**src/rtl/vend_pkg.sv**
```systemverilog
// Shared types and coin constants for the candy vending controller.
package vend_pkg;

    typedef enum logic [1:0] {
        IDLE   = 2'd0,
        CREDIT = 2'd1,
        VEND   = 2'd2,
        REFUND = 2'd3
    } vend_state_t;

    localparam logic [7:0] COIN_5  = 8'd5;
    localparam logic [7:0] COIN_10 = 8'd10;
    localparam logic [7:0] COIN_25 = 8'd25;
    localparam logic [7:0] COIN_50 = 8'd50;

    function automatic logic [7:0] coin_value(input logic [1:0] coin_type);
        logic [7:0] v;
        case (coin_type)
            2'b00:   v = COIN_5;
            2'b01:   v = COIN_10;
            2'b10:   v = COIN_25;
            default: v = COIN_50;
        endcase
        return v;
    endfunction

endpackage

```
**src/rtl/candy_vend_ctrl_if.sv**
```systemverilog
// Coin/select/cancel strobes and display/dispense/refund outputs of the vending controller.
interface candy_vend_ctrl_if;

    logic       coin_valid;
    logic [1:0] coin_type;
    logic       select;
    logic       cancel;
    logic [7:0] sum;
    logic [2:0] candy_sum;
    logic       dispense;
    logic [7:0] change;
    logic       change_valid;
    logic       coin_reject;
    logic       busy;

    modport master (
        output coin_valid, coin_type, select, cancel,
        input  sum, candy_sum, dispense, change, change_valid, coin_reject, busy
    );

    modport slave (
        input  coin_valid, coin_type, select, cancel,
        output sum, candy_sum, dispense, change, change_valid, coin_reject, busy
    );

endinterface

```
**src/rtl/vend_pulse_timer.sv**
```systemverilog
// Loadable down-counter producing the dispense pulse; done marks its last cycle.
module vend_pulse_timer (
    input  logic       clk,
    input  logic       reset,
    input  logic       start,
    input  logic [3:0] len,
    output logic       active,
    output logic       done
);

    logic [3:0] cnt;

    always_ff @(posedge clk or negedge reset) begin
        if (!reset) begin
            cnt    <= '0;
            active <= 1'b0;
        end else if (start) begin
            cnt    <= len;
            active <= (len != 4'd0);
        end else if (active) begin
            cnt <= cnt - 4'd1;
            if (cnt == 4'd1)
                active <= 1'b0;
        end
    end

    // Combinational so the FSM leaves VEND on the same edge that drops active.
    assign done = active && (cnt == 4'd1);

endmodule

```
**src/rtl/candy_vend_ctrl.sv**
```systemverilog
// Vending transaction controller: credit accumulation, vend, refund and candy count.
module candy_vend_ctrl
    import vend_pkg::*;
#(
    parameter logic [7:0] PRICE       = 8'd25,
    parameter logic [7:0] MAX_SUM     = 8'd200,
    parameter logic [3:0] VEND_CYCLES = 4'd8
) (
    input logic              clk,
    input logic              reset,
    candy_vend_ctrl_if.slave bus
);

    vend_state_t state;
    logic [7:0]  sum_q;
    logic [2:0]  candy_q;
    logic [7:0]  change_q;
    logic        change_valid_q;
    logic        coin_reject_q;
    logic        busy_q;

    logic        cancel_ok;
    logic        vend_start;
    logic        vend_done;
    logic        vend_active;
    logic [8:0]  coin_sum;

    always_comb begin
        cancel_ok  = (state == CREDIT) && bus.cancel;
        vend_start = (state == CREDIT) && !bus.cancel && bus.select && (sum_q >= PRICE);
        coin_sum   = {1'b0, sum_q} + {1'b0, coin_value(bus.coin_type)};
    end

    vend_pulse_timer u_timer (
        .clk    (clk),
        .reset  (reset),
        .start  (vend_start),
        .len    (VEND_CYCLES),
        .active (vend_active),
        .done   (vend_done)
    );

    always_ff @(posedge clk or negedge reset) begin
        if (!reset) begin
            state          <= IDLE;
            sum_q          <= '0;
            candy_q        <= '0;
            change_q       <= '0;
            change_valid_q <= 1'b0;
            coin_reject_q  <= 1'b0;
            busy_q         <= 1'b0;
        end else begin
            change_valid_q <= 1'b0;
            coin_reject_q  <= 1'b0;
            case (state)
                IDLE, CREDIT: begin
                    if (cancel_ok) begin
                        change_q       <= sum_q;
                        change_valid_q <= 1'b1;
                        sum_q          <= '0;
                        state          <= REFUND;
                        busy_q         <= 1'b1;
                        coin_reject_q  <= bus.coin_valid;
                    end else if (vend_start) begin
                        sum_q         <= sum_q - PRICE;
                        candy_q       <= (candy_q == 3'd7) ? 3'd7 : candy_q + 3'd1;
                        state         <= VEND;
                        busy_q        <= 1'b1;
                        coin_reject_q <= bus.coin_valid;
                    end else if (bus.coin_valid) begin
                        if (coin_sum <= {1'b0, MAX_SUM}) begin
                            sum_q <= coin_sum[7:0];
                            state <= CREDIT;
                        end else begin
                            coin_reject_q <= 1'b1;
                        end
                    end
                end
                VEND: begin
                    coin_reject_q <= bus.coin_valid;
                    if (vend_done) begin
                        state  <= (sum_q == 8'd0) ? IDLE : CREDIT;
                        busy_q <= 1'b0;
                    end
                end
                default: begin
                    coin_reject_q <= bus.coin_valid;
                    state         <= IDLE;
                    busy_q        <= 1'b0;
                end
            endcase
        end
    end

    assign bus.sum          = sum_q;
    assign bus.candy_sum    = candy_q;
    assign bus.dispense     = vend_active;
    assign bus.change       = change_q;
    assign bus.change_valid = change_valid_q;
    assign bus.coin_reject  = coin_reject_q;
    assign bus.busy         = busy_q;

endmodule

```
**src/flat_wrapper.sv**
```systemverilog
// flat-port wrapper written by rule: the top's interface ports become plain ports
module candy_vend_ctrl_flat import vend_pkg::*;
#(
    parameter logic [7:0] PRICE       = 8'd25,
    parameter logic [7:0] MAX_SUM     = 8'd200,
    parameter logic [3:0] VEND_CYCLES = 4'd8
)
  (clk, reset, bus_coin_valid, bus_coin_type, bus_select, bus_cancel, bus_sum, bus_candy_sum, bus_dispense, bus_change, bus_change_valid, bus_coin_reject, bus_busy);
  candy_vend_ctrl_if bus_i ();
  input logic clk;
  input logic reset;
  input wire logic [$bits(bus_i.coin_valid)-1:0] bus_coin_valid;
  input wire logic [$bits(bus_i.coin_type)-1:0] bus_coin_type;
  input wire logic [$bits(bus_i.select)-1:0] bus_select;
  input wire logic [$bits(bus_i.cancel)-1:0] bus_cancel;
  output wire logic [$bits(bus_i.sum)-1:0] bus_sum;
  output wire logic [$bits(bus_i.candy_sum)-1:0] bus_candy_sum;
  output wire logic [$bits(bus_i.dispense)-1:0] bus_dispense;
  output wire logic [$bits(bus_i.change)-1:0] bus_change;
  output wire logic [$bits(bus_i.change_valid)-1:0] bus_change_valid;
  output wire logic [$bits(bus_i.coin_reject)-1:0] bus_coin_reject;
  output wire logic [$bits(bus_i.busy)-1:0] bus_busy;
  assign bus_i.coin_valid = bus_coin_valid;
  assign bus_i.coin_type = bus_coin_type;
  assign bus_i.select = bus_select;
  assign bus_i.cancel = bus_cancel;
  assign bus_sum = bus_i.sum;
  assign bus_candy_sum = bus_i.candy_sum;
  assign bus_dispense = bus_i.dispense;
  assign bus_change = bus_i.change;
  assign bus_change_valid = bus_i.change_valid;
  assign bus_coin_reject = bus_i.coin_reject;
  assign bus_busy = bus_i.busy;
  candy_vend_ctrl #(.PRICE(PRICE), .MAX_SUM(MAX_SUM), .VEND_CYCLES(VEND_CYCLES)) u_core (.clk(clk), .reset(reset), .bus(bus_i));
endmodule
```
**config.mk**
```make
export PLATFORM = sky130hd
export DESIGN_NAME = candy_vend_ctrl_flat
export DESIGN_NICKNAME = d
export VERILOG_FILES = /design/src/rtl/vend_pkg.sv /design/src/rtl/candy_vend_ctrl_if.sv /design/src/rtl/vend_pulse_timer.sv /design/src/rtl/candy_vend_ctrl.sv /design/src/flat_wrapper.sv
export SDC_FILE = /design/constraint.sdc
export NUM_CORES = 1
export LEC_CHECK = 0
export ABC_AREA = 1
export CORE_MARGIN = 5
export CORE_UTILIZATION = 55
export DETAILED_ROUTE_END_ITERATION = 10
export GPL_TIMING_DRIVEN = 1
export PLACE_DENSITY = 0.81
export SLEW_MARGIN = 20
export SYNTH_ARGS = -nofsm -noshare
export SYNTH_HDL_FRONTEND = slang
export SYNTH_SLANG_ARGS = --single-unit
```
**constraint.sdc**
```tcl
create_clock -name clk -period 6.2 [get_ports clk]
set_input_delay 0.93 -clock clk [delete_from_list [all_inputs] [get_ports clk]]
set_output_delay 0.93 -clock clk [all_outputs]
set_load 0.05 [all_outputs]
```
; Word level (Yosys, flattened, before mapping)
; Index checks and enable logic that the tools add are counted.
[op_classes]
add_sub_neg = 4
magnitude_cmp = 2
n_eq_ne = 10
n_mux = 29
bitwise = 1
reduce_logical = 18
[ops]
columns = operator, n
row1 = $mux W8, 4
row2 = $pmux W6 S3, 1
row3 = $mux W1, 14
row4 = $mux W2, 5
row5 = $add A8 B6 Y9, 1
row6 = $le A9 B8 Y1 const B, 1
row7 = $reduce_and A3 Y1, 3
row8 = $ge A8 B5 Y1 const B, 1
row9 = $logic_not A8 Y1, 1
row10 = $mux W4, 2
row11 = $sub A8 B5 Y8 const B, 1
row12 = $reduce_bool A3 Y1, 2
row13 = $logic_and A1 B1 Y1, 5
row14 = $eq A2 B1 Y1 const B, 2
row15 = $eq A2 B2 Y1 const B, 2
row16 = $eq A4 B1 Y1 const B, 1
row17 = $logic_not A2 Y1, 2
row18 = $ne A4 B2 Y1 const B, 1
row19 = $ne A4 B3 Y1 const B, 1
row20 = $pmux W2 S2, 1
row21 = $reduce_and A2 Y1, 2
row22 = $sub A4 B1 Y4 const B, 1
row23 = $add A3 B1 Y3 const B, 1
row24 = $eq A3 B3 Y1 const B, 1
row25 = 8 further kinds, 8
[word_totals]
ff_bits = 29
input_bits = 7
output_inout_bits = 23
wordCells = 73

; Depth between registers and ports, before layout
; Gate-level depths: netlist (run 1).
[depth]
ltp_word = 9
depth_mapped = 21
depth_no_buf = 21

; Modules after synthesis
; Synthesis (run 1) repeated with hierarchy kept, for this count alone.
[unflattened]
cells_unflattened = 279
area_unflattened_um2 = 2047.0
[modules_own_cells]
columns = module, instances, cells_each, area_per_inst_um2, seq_area_each_um2
row1 = candy_vend_ctrl, 1, 238, 1740.4, 600.6
row2 = vend_pulse_timer, 1, 41, 306.5, 125.1

; Worst setup path after synthesis (run 1)
; Ideal clock, no wire load.
[synth_path]
path_kind = in2reg
start = input bus_coin_type[0]
end = register u_core.sum_q[0] (netlist: u_core.bus.sum[0])
setup_ps = 119
t_arrival_ps = 2735
t_required_ps = 6081
setup_slack_ps = 3346
stages = 19
n_path_buf = 0
cell_sequence = inv_1 ha_1 nor2_1 nor2_1 ha_1 inv_1 fa_1 inv_1 nand2_1 nand2_1 nand3_2 nand2_1 nand2_1 nor2_1 inv_2 nand3_4 nand2_4 nand2_1 nand2_1
[synth_between]
elab_chain_len = 7
elab_cells_between_ends = 12
classes_between = add/sub (1) / order compare (1) / eq/ne (2) / mux (5) / reduce/logical (3)
[synth_lines]
columns = item, line
row1 = from (decl), flat_wrapper.sv:13  ; input wire logic [$bits(bus_i.coin_type)-1:0] bus_coin_type;
row2 = "$eq A2 B2 Y1, or another cell as far along", vend_pkg.sv:18  ; case (coin_type)
row3 = $pmux W6 S3 *, vend_pkg.sv:18
row4 = $add A8 B6 Y9 *, candy_vend_ctrl.sv:31  ; coin_sum = {1'b0, sum_q} + {1'b0, coin_value(bus.coin_type)};
row5 = "parallel branches: the longest is 4 deep, another holds $le A9 B8 Y1", n/a
row6 = to (signal assigned), candy_vend_ctrl.sv:65  ; sum_q <= sum_q - PRICE;
row7 = to (signal assigned), candy_vend_ctrl.sv:72  ; sum_q <= coin_sum[7:0];
row8 = to (decl), candy_vend_ctrl.sv:15  ; logic [7:0] sum_q;
; Every way passes the cells marked *. The select of a mux whose other input is x is not followed.
; A chain may end at the register's enable or synchronous reset.

; Final worst setup path (run 1)
[layout_path]
start = input bus_coin_type[1]
end = register u_core.sum_q[1] (netlist: u_core.bus.sum[1])
; The elaborated chain is that of the path after synthesis.

==> qor.csv, run 1 <==
stage;metric;value;unit
place;gp_congestion;0.838;
synthesis;syn-instance-count;272;
place;place_ws;2.59;ns
timing;setup_slack;2.89;ns
pwr;intPower;0.000682;W
setup_path;cpMostUsedCell;nand2_1;
pwr;power.density;588;nW/um^2
setup_path;arrival;3.48;ns
setup_path;worstPathCellList;clkdlybuf4s50_1, inv_1, ha_1, nor2_1, nor2_1, ha_1, inv_1, fa_1, inv_1, nand2_1, nand2_1, nand3_2, nand3_1, nand2_2, nor2_4, nand2_4, nand3_4, nand2_4, nand2_1, nand2_1;
place;port-buffer-count;29;
timing;worst_pin_slew;0.585;ns
floorplanning;core_area;3630;um^2
setup_path;cpMaxStageDelayCell;clkdlybuf4s50_1;
pwr;pwr-share-comb;64.4;%
clocking;cts_buffer_depth;2;
timing;report.final.slew_viol_count;0;
synthesis;synthMostInstantiatedCell;nand2_1;
cells_and_area;nNetsFinal;328;
timing;relSlewSlack;60.9;%
route;avgRoutedWirePerCell;12.5;um
pwr;pwr-share-seq;24.9;%
timing;fin_crit;3.31;ns
floorplanning;die_h;71.1;um
route;dr.pass1.iters;4;
pwr;switching_power;0.000761;W
synthesis;synth.top_cell.area_share;35.4;%
setup_path;endpoint_kind;flop;
setup_path;crit_path_start_kind;input pin;
grt;grt_max_degree;30;
floorplanning;design.portCount;30;
job;cap_violations;0;
pwr;power_frac_clock;10.6;%
clocking;cts_sinks;29;
synthesis;synth.avg_cell_area;7.54;um^2
setup_path;r2r.worst_path.cells;15;
setup_path;r2r-start;u_core.bus.sum[0]$_DFFE_PN0P_;
floorplanning;rows;22;
clocking;htree_levels;2;
place;place_area;2370;um^2
setup_path;worstSetupPathType;in2reg;
synthesis;synth_edf_count;0;
run_status;status;finished clean;
cells_and_area;n_fill_cell;318;
clocking;postCtsSetupBuffers;0;
synthesis;synth-seq-cells;29;
route;vias_per_cell;5.14;
synthesis;synthTopCellsByCount;nand2_1, inv_1, dfrtp_1;
setup_path;path_buf_inv;4;
synthesis;synth-async-reset-ratio;100;%
grt;grt_pass1_wl;7.58;mm
setup_path;reg2reg_slack;3.93;ns
synthesis;syn_nets;296;
timing;finalSetupViolCount;0;
clocking;ctsResizeCount;0;
timing;hold_violations;0;
timing;rsz0062_at_grt;false;
cells_and_area;multi_input_area;1140;um^2
timing;fin_skew;0.00450;ns
route;drtIter0Drc;102;
route;route.detailed.drc;0;
worst_hold_path;min_delay_worst_endpoint;u_core.bus.change[6]$_DFFE_PN0P_;
synthesis;synth_area_leaders;dfrtp_1, nand2_1, ha_1;
clocking;cts_tree;yes;
clocking;root_buffer;clkbuf_8;
place;hpwl;3.35;mm
cells_and_area;postLayoutCellArea;2450;um^2
synthesis;synth_top_cell_by_area;dfrtp_1;
synthesis;ys_types;31;
floorplanning;initial_core_util;56.5;%
cells_and_area;n_antenna_cell;0;
timing;finalCritPeriodShare;53.4;%
synthesis;seq_area_frac_synth;35.4;%
setup_path;reg2reg_to;u_core.bus.sum[1]$_DFFE_PN0P_;
cells_and_area;syn_to_final_growth;19.6;%
grt;antenna_found_initial;0;
synthesis;synth_ff_type;dfrtp_1;
route;drt_wl_total;4.41;mm
synthesis;ys_warn_count;0;
timing;fin_tns_setup;0;ns
worst_hold_path;min_from;u_core.bus.change[6]$_DFFE_PN0P_;
floorplanning;die_x;71.1;um
setup_path;max_stage_delay;0.47;ns
route;routed-via-count;1811;
clocking;cts_buffers;5;
clocking;clkSlewWorstSetupHoldPaths;0.06;ns
worst_hold_path;whs_path_depth;2;
cells_and_area;drive_above_1_share;10.5;%
grt;grt_pass1_vias;1684;
pwr;leakagePower;1.29;nW
grt;grt.total_usage;18.9;%
timing;max_clock_freq;302;MHz
worst_hold_path;hold_class;reg2reg;
pwr;ir_worst_vdd;272;uV
clocking;insertion_delay;0.28;ns
clocking;cts_hold_buffers;0;
grt;gr-total-overflow;0;
synthesis;syn_area;2050;um^2
pwr;swShare;52.8;%
route;ant_nets;0;
setup_path;required;6.37;ns
setup_path;cp_max_fo;9;
floorplanning;die_area;5050;um^2
cells_and_area;ff_latch_area;726;um^2
setup_path;crit_family;simple AND/OR/NAND/NOR gates;
## final cells by class
cell class / instances / share of cell area, %
Inverter: 38 / 5.92
Sequential cell: 29 / 29.6
Timing Repair Buffer: 30 / 12.1
Clock buffer: 7 / 3.52
Tap cell: 48 / 2.45
Multi-Input combinational cell: 200 / 46.4
## registers in the layout, indices dropped and copies added, names as in the netlist, 2 cells and up
| signal | flops |
|---|---|
| u_core.bus.change | 8 |
| u_core.bus.candy_sum | 3 |
| u_core.state | 2 |
| u_core.u_timer.cnt | 4 |
| u_core.bus.sum | 8 |
## stage by stage
| stage | power, W | hold slack [ns] | util (%) | cells |
|---|---|---|---|---|
| floorplan | 0.00105 | 0.475 | - | 272 |
| global placement | 0.00127 | 0.464 | 65.2 | 345 |
| finish | 0.00144 | 0.480 | 67.5 | 352 |
| global route | 0.00156 | 0.504 | 67.5 | 352 |
| CTS | 0.00145 | 0.489 | 67.5 | 352 |
| detailed placement | 0.00129 | 0.474 | 65.2 | 345 |
## cell families after synthesis
logic type | share of synthesized area (%)
buffers and inverters | 9.15
flip-flops | 35.4
AND/OR/NAND/NOR | 34.1
XOR/XNOR | 1.71
adder cells (fa/ha/maj) | 10.7
AO/OA/AOI/OAI | 8.90
## cell usage in the layout, fill, tap and decap left out
| master | instances |
|---|---|
| nand2_1 | 79 |
| inv_1 | 31 |
| clkdlybuf4s50_1 | 29 |
| dfrtp_1 | 29 |
| nand3_1 | 25 |
| nor2_1 | 16 |
| o21ai_0 | 16 |
| ha_1 | 16 |
| a21oi_1 | 12 |
| nand2_2 | 8 |
| clkbuf_8 | 6 |
| inv_2 | 4 |
| o21ai_1 | 4 |
| xor2_1 | 4 |
| nand2_4 | 3 |
| a211oi_1 | 3 |
| clkinv_1 | 2 |
| nand3_2 | 2 |
| nor2_4 | 2 |
| nand3b_1 | 2 |
| nand4_1 | 2 |
| or2_4 | 1 |
| nor2_2 | 1 |
| nand3b_4 | 1 |
| nor3b_2 | 1 |
| inv_4 | 1 |
| nand3_4 | 1 |
| fa_1 | 1 |
| clkbuf_1 | 1 |
| buf_4 | 1 |
## power groups by stage
| stage | registers [W] | logic [W] | clock network (W) |
|---|---|---|---|
| global placement | 0.000359 | 0.000911 | 0 |
| CTS | 0.000359 | 0.000934 | 0.000156 |
| detailed placement | 0.000361 | 0.000925 | 0 |
| finish | 0.000360 | 0.000929 | 0.000154 |
| global route | 0.000373 | 0.00103 | 0.000164 |
| floorplan | 0.000563 | 0.000488 | 0 |
## worst min-delay path, stage by stage, from the launching register on
cell	delay [ns]
dfrtp_1	0.34
nand2_1	0.05
o21ai_0	0.05
## worst max-delay path by stage
stage                     startpoint                            end  slack [ns]  cells after the start
global route        bus_coin_type[1]  u_core.bus.sum[3]$_DFFE_PN0P_        2.63                     20
detailed placement  bus_coin_type[1]  u_core.bus.sum[1]$_DFFE_PN0P_        2.59                     20
floorplan           bus_coin_type[0]  u_core.bus.sum[0]$_DFFE_PN0P_        3.35                     19
CTS                 bus_coin_type[1]  u_core.bus.sum[1]$_DFFE_PN0P_        2.90                     20
finish              bus_coin_type[1]  u_core.bus.sum[1]$_DFFE_PN0P_        2.89                     20
global placement    bus_coin_type[1]  u_core.bus.sum[1]$_DFFE_PN0P_        2.74                     20
## per-layer routing
layer	track usage (%)	wire, um	up-vias
met5	0	0	-
met4	8.56	75	0
met3	4.55	220	8
met2	30.6	2120	40
met1	23.9	1990	832
li1	-	-	931
Note: power is estimated with default switching activity, not from simulation.
==> inputs of run 2 (changes only) <==
--- a/config.mk
+++ b/config.mk
@@ -7,10 +7,10 @@
 export LEC_CHECK = 0
 export ABC_AREA = 1
 export CORE_MARGIN = 5
-export CORE_UTILIZATION = 55
+export CORE_UTILIZATION = 54
 export DETAILED_ROUTE_END_ITERATION = 10
 export GPL_TIMING_DRIVEN = 1
-export PLACE_DENSITY = 0.81
+export PLACE_DENSITY = 0.79
 export SLEW_MARGIN = 20
 export SYNTH_ARGS = -nofsm -noshare
 export SYNTH_HDL_FRONTEND = slang
==> constraint.sdc (replaced) <==
create_clock -name clk -period 3.3 [get_ports clk]
set_input_delay 0.495 -clock clk [delete_from_list [all_inputs] [get_ports clk]]
set_output_delay 0.495 -clock clk [all_outputs]
set_load 0.05 [all_outputs]
==> qor.csv, run 2 (synthesized netlist as in run 1, its figures left out) <==
stage;metric;value;unit;change
timing;rsz0062_at_grt;false;;
timing;finalSetupViolCount;0;;unchanged
timing;fin_crit;2.82;ns;
route;avgRoutedWirePerCell;11.6;um;-7.5%
setup_path;required;3.47;ns;-2.90 ns
pwr;leakagePower;1.29;nW;about the same
floorplanning;initial_core_util;56.0;%;-0.42 points
setup_path;worstPathCellList;clkdlybuf4s50_1, inv_1, ha_1, nor2_1, nor2_1, ha_1, inv_1, fa_1, inv_1, nand2_1, nand2_1, nand3_2, nand3_1, nand2_2, nor2_4, nand2_4, nand3_4, nand2_4, nand2_1, nand2_1;;
route;dr.pass1.iters;4;;unchanged
pwr;swShare;52.6;%;-0.16 points
grt;grt.total_usage;17.1;%;-1.8 points
clocking;ctsResizeCount;0;;unchanged
setup_path;cp_max_fo;9;;unchanged
clocking;clkSlewWorstSetupHoldPaths;0.06;ns;about the same
clocking;insertion_delay;0.27;ns;about the same
pwr;switching_power;0.00141;W;+85%
cells_and_area;postLayoutCellArea;2450;um^2;about the same
timing;relSlewSlack;66.6;%;+5.7 points
cells_and_area;final_common_cell;nand2_1;;
grt;grt_max_degree;30;;unchanged
route;top_layer;met4;;
clocking;cts_buffer_depth;2;;unchanged
pwr;power_frac_clock;10.1;%;-0.5 points
floorplanning;core_area;3660;um^2;+0.76%
clocking;cts_hold_buffers;0;;unchanged
setup_path;cpMaxStageDelayCell;clkdlybuf4s50_1;;
place;gp_congestion;0.872;;+4.0%
route;ant_nets;0;;unchanged
setup_path;max_stage_delay;0.47;ns;about the same
cells_and_area;nNetsFinal;329;;+0.30%
route;route.detailed.drc;0;;unchanged
place;port-buffer-count;29;;unchanged
setup_path;arrival;2.99;ns;-0.49 ns
floorplanning;design.portCount;30;;unchanged
floorplanning;die_x;71.6;um;+0.79%
grt;grt_pass1_wl;7.04;mm;-7.1%
route;dr_wl_met2;1.95;mm;-8.2%
pwr;intPower;0.00127;W;+86%
route;routed-via-count;1808;;-0.17%
route;vias_per_cell;5.11;;-0.73%
cells_and_area;final_cells;354;;+0.57%
job;cap_violations;0;;unchanged
clocking;cts_buffers;5;;unchanged
cells_and_area;n_fill_cell;347;;+9.1%
timing;fin_tns_setup;0;ns;unchanged
cells_and_area;mostFrequentLayoutCells;nand2_1, inv_1, clkdlybuf4s50_1, dfrtp_1, nand3_1;;
timing;report.final.slew_viol_count;0;;unchanged
floorplanning;die_area;5130;um^2;+1.6%
clocking;cts_sinks;29;;unchanged
route;drt-met1-wl;1.90;mm;-4.6%
setup_path;crit_path_start_kind;input pin;;
place;placed_cells;346;;+0.29%
pwr;pwr-share-seq;25.1;%;+0.2 points
floorplanning;die_h;71.6;um;+0.79%
timing;max_clock_freq;354;MHz;
timing;holdWs;0.473;ns;-0.00680 ns
clocking;htree_levels;2;;unchanged
setup_path;worstSetupPathType;in2reg;;
timing;hold_violations;0;;unchanged
worst_hold_path;hold_class;reg2reg;;
setup_path;cpMostUsedCell;nand2_1;;
pwr;ir_worst_vdd;561;uV;+110%
pwr;power.density;1090;nW/um^2;+85%
setup_path;endpoint_kind;flop;;
clocking;postCtsSetupBuffers;0;;unchanged
timing;finalCritPeriodShare;85.5;%;
place;place_area;2370;um^2;+0.32%
timing;worst_pin_slew;0.500;ns;-0.0851 ns
grt;grt_pass1_vias;1698;;+0.83%
clocking;cts_tree;yes;;
place;hpwl;3.25;mm;-3.1%
timing;fin_skew;0.00293;ns;-0.00158 ns
cells_and_area;n_antenna_cell;0;;unchanged
run_status;status;finished clean;;
route;route.met3.wl;187;um;-15%
grt;gr-total-overflow;0;;unchanged
floorplanning;rows;22;;unchanged
route;drtIter0Drc;102;;unchanged
route;drt_wl_total;4.10;mm;-7.0%
clocking;root_buffer;clkbuf_8;;
grt;antenna_found_initial;0;;unchanged
pwr;pwr-share-comb;64.8;%;+0.4 points
cells_and_area;syn_to_final_growth;19.6;%;about the same
cells_and_area;drive_above_1_share;10.5;%;-0.069 points
[run 2: changes by cell type in the layout (fill, tap and decap cells not counted), sizes merged]
| cell | previous run | this run |
|---|---|---|
| clkbuf | 7 | 8 |
| buf | 1 | 2 |
[run 2: final cells by class]
cell class / instances / area, um^2 / share of cell area (%)
Multi-Input combinational cell: 200 / 1140 / 46.4
Sequential cell: 29 / 726 / 29.6
Timing Repair Buffer: 31 / 305 / 12.4
Inverter: 38 / 145 / 5.91
Clock buffer: 8 / 80.1 / 3.26
Tap cell: 48 / 60.1 / 2.45
[run 2: layer usage]
layer	vias to the layer above	track usage (%)
met5	-	0
met3	8	3.23
li1	938	-
met2	32	29.1
met1	830	20.7
met4	0	8.35
[run 2: worst max-delay path: cells and delay by family]
| kind | cells | cell delay [ns] |
|---|---|---|
| buf+inv | 4 | 0.71 |
| fa+ha+maj | 3 | 0.73 |
| simple gates | 13 | 1.04 |
[run 2: power by group through the flow]
stage | logic, W | registers (W) | clock network (W)
floorplan | 0.000917 | 0.00106 | 0
global placement | 0.00171 | 0.000674 | 0
detailed placement | 0.00174 | 0.000677 | 0
CTS | 0.00175 | 0.000672 | 0.000275
global route | 0.00191 | 0.000700 | 0.000294
finish | 0.00174 | 0.000672 | 0.000270
[run 2: per-stage QoR]
step | total power, W | util, % | setup slack [ns]
after CTS | 0.00270 | 67.1 | 0.457
after global routing | 0.00290 | 67.1 | 0.212
after floorplan | 0.00198 | - | 0.881
after detailed placement | 0.00242 | 64.9 | 0.173
after global placement | 0.00239 | 64.9 | 0.274
final | 0.00268 | 67.1 | 0.478
[run 2: final timing paths]
| kind | from | endpoint | slack, ns | depth (start not counted) |
|---|---|---|---|---|
| max in group asynchronous | reset | u_core.u_timer.cnt[2]$_DFFE_PN0P_ | 2.43 | 2 |
| worst max-delay path | bus_coin_type[1] | u_core.bus.sum[1]$_DFFE_PN0P_ | 0.48 | 20 |
| worst min register to register | u_core.bus.busy$_DFFE_PN0P_ | u_core.bus.busy$_DFFE_PN0P_ | 0.47 | 2 |
| worst max register to register | u_core.bus.sum[0]$_DFFE_PN0P_ | u_core.bus.sum[1]$_DFFE_PN0P_ | 1.07 | 15 |
| worst min-delay path | u_core.bus.busy$_DFFE_PN0P_ | u_core.bus.busy$_DFFE_PN0P_ | 0.47 | 2 |
| min in group asynchronous | reset | u_core.bus.sum[1]$_DFFE_PN0P_ | 0.60 | 2 |
==> inputs of run 3 (changes only) <==
--- a/config.mk
+++ b/config.mk
@@ -6,6 +6,7 @@
 export NUM_CORES = 1
 export LEC_CHECK = 0
 export ABC_AREA = 1
+export CAP_MARGIN = 20
 export CORE_MARGIN = 5
 export CORE_UTILIZATION = 54
 export DETAILED_ROUTE_END_ITERATION = 10
@@ -15,3 +16,4 @@
 export SYNTH_ARGS = -nofsm -noshare
 export SYNTH_HDL_FRONTEND = slang
 export SYNTH_SLANG_ARGS = --single-unit
+export TNS_END_PERCENT = 30
==> results of run 3 <==
Same layout as run 2: the final DEF is identical, and so are final timing and power.
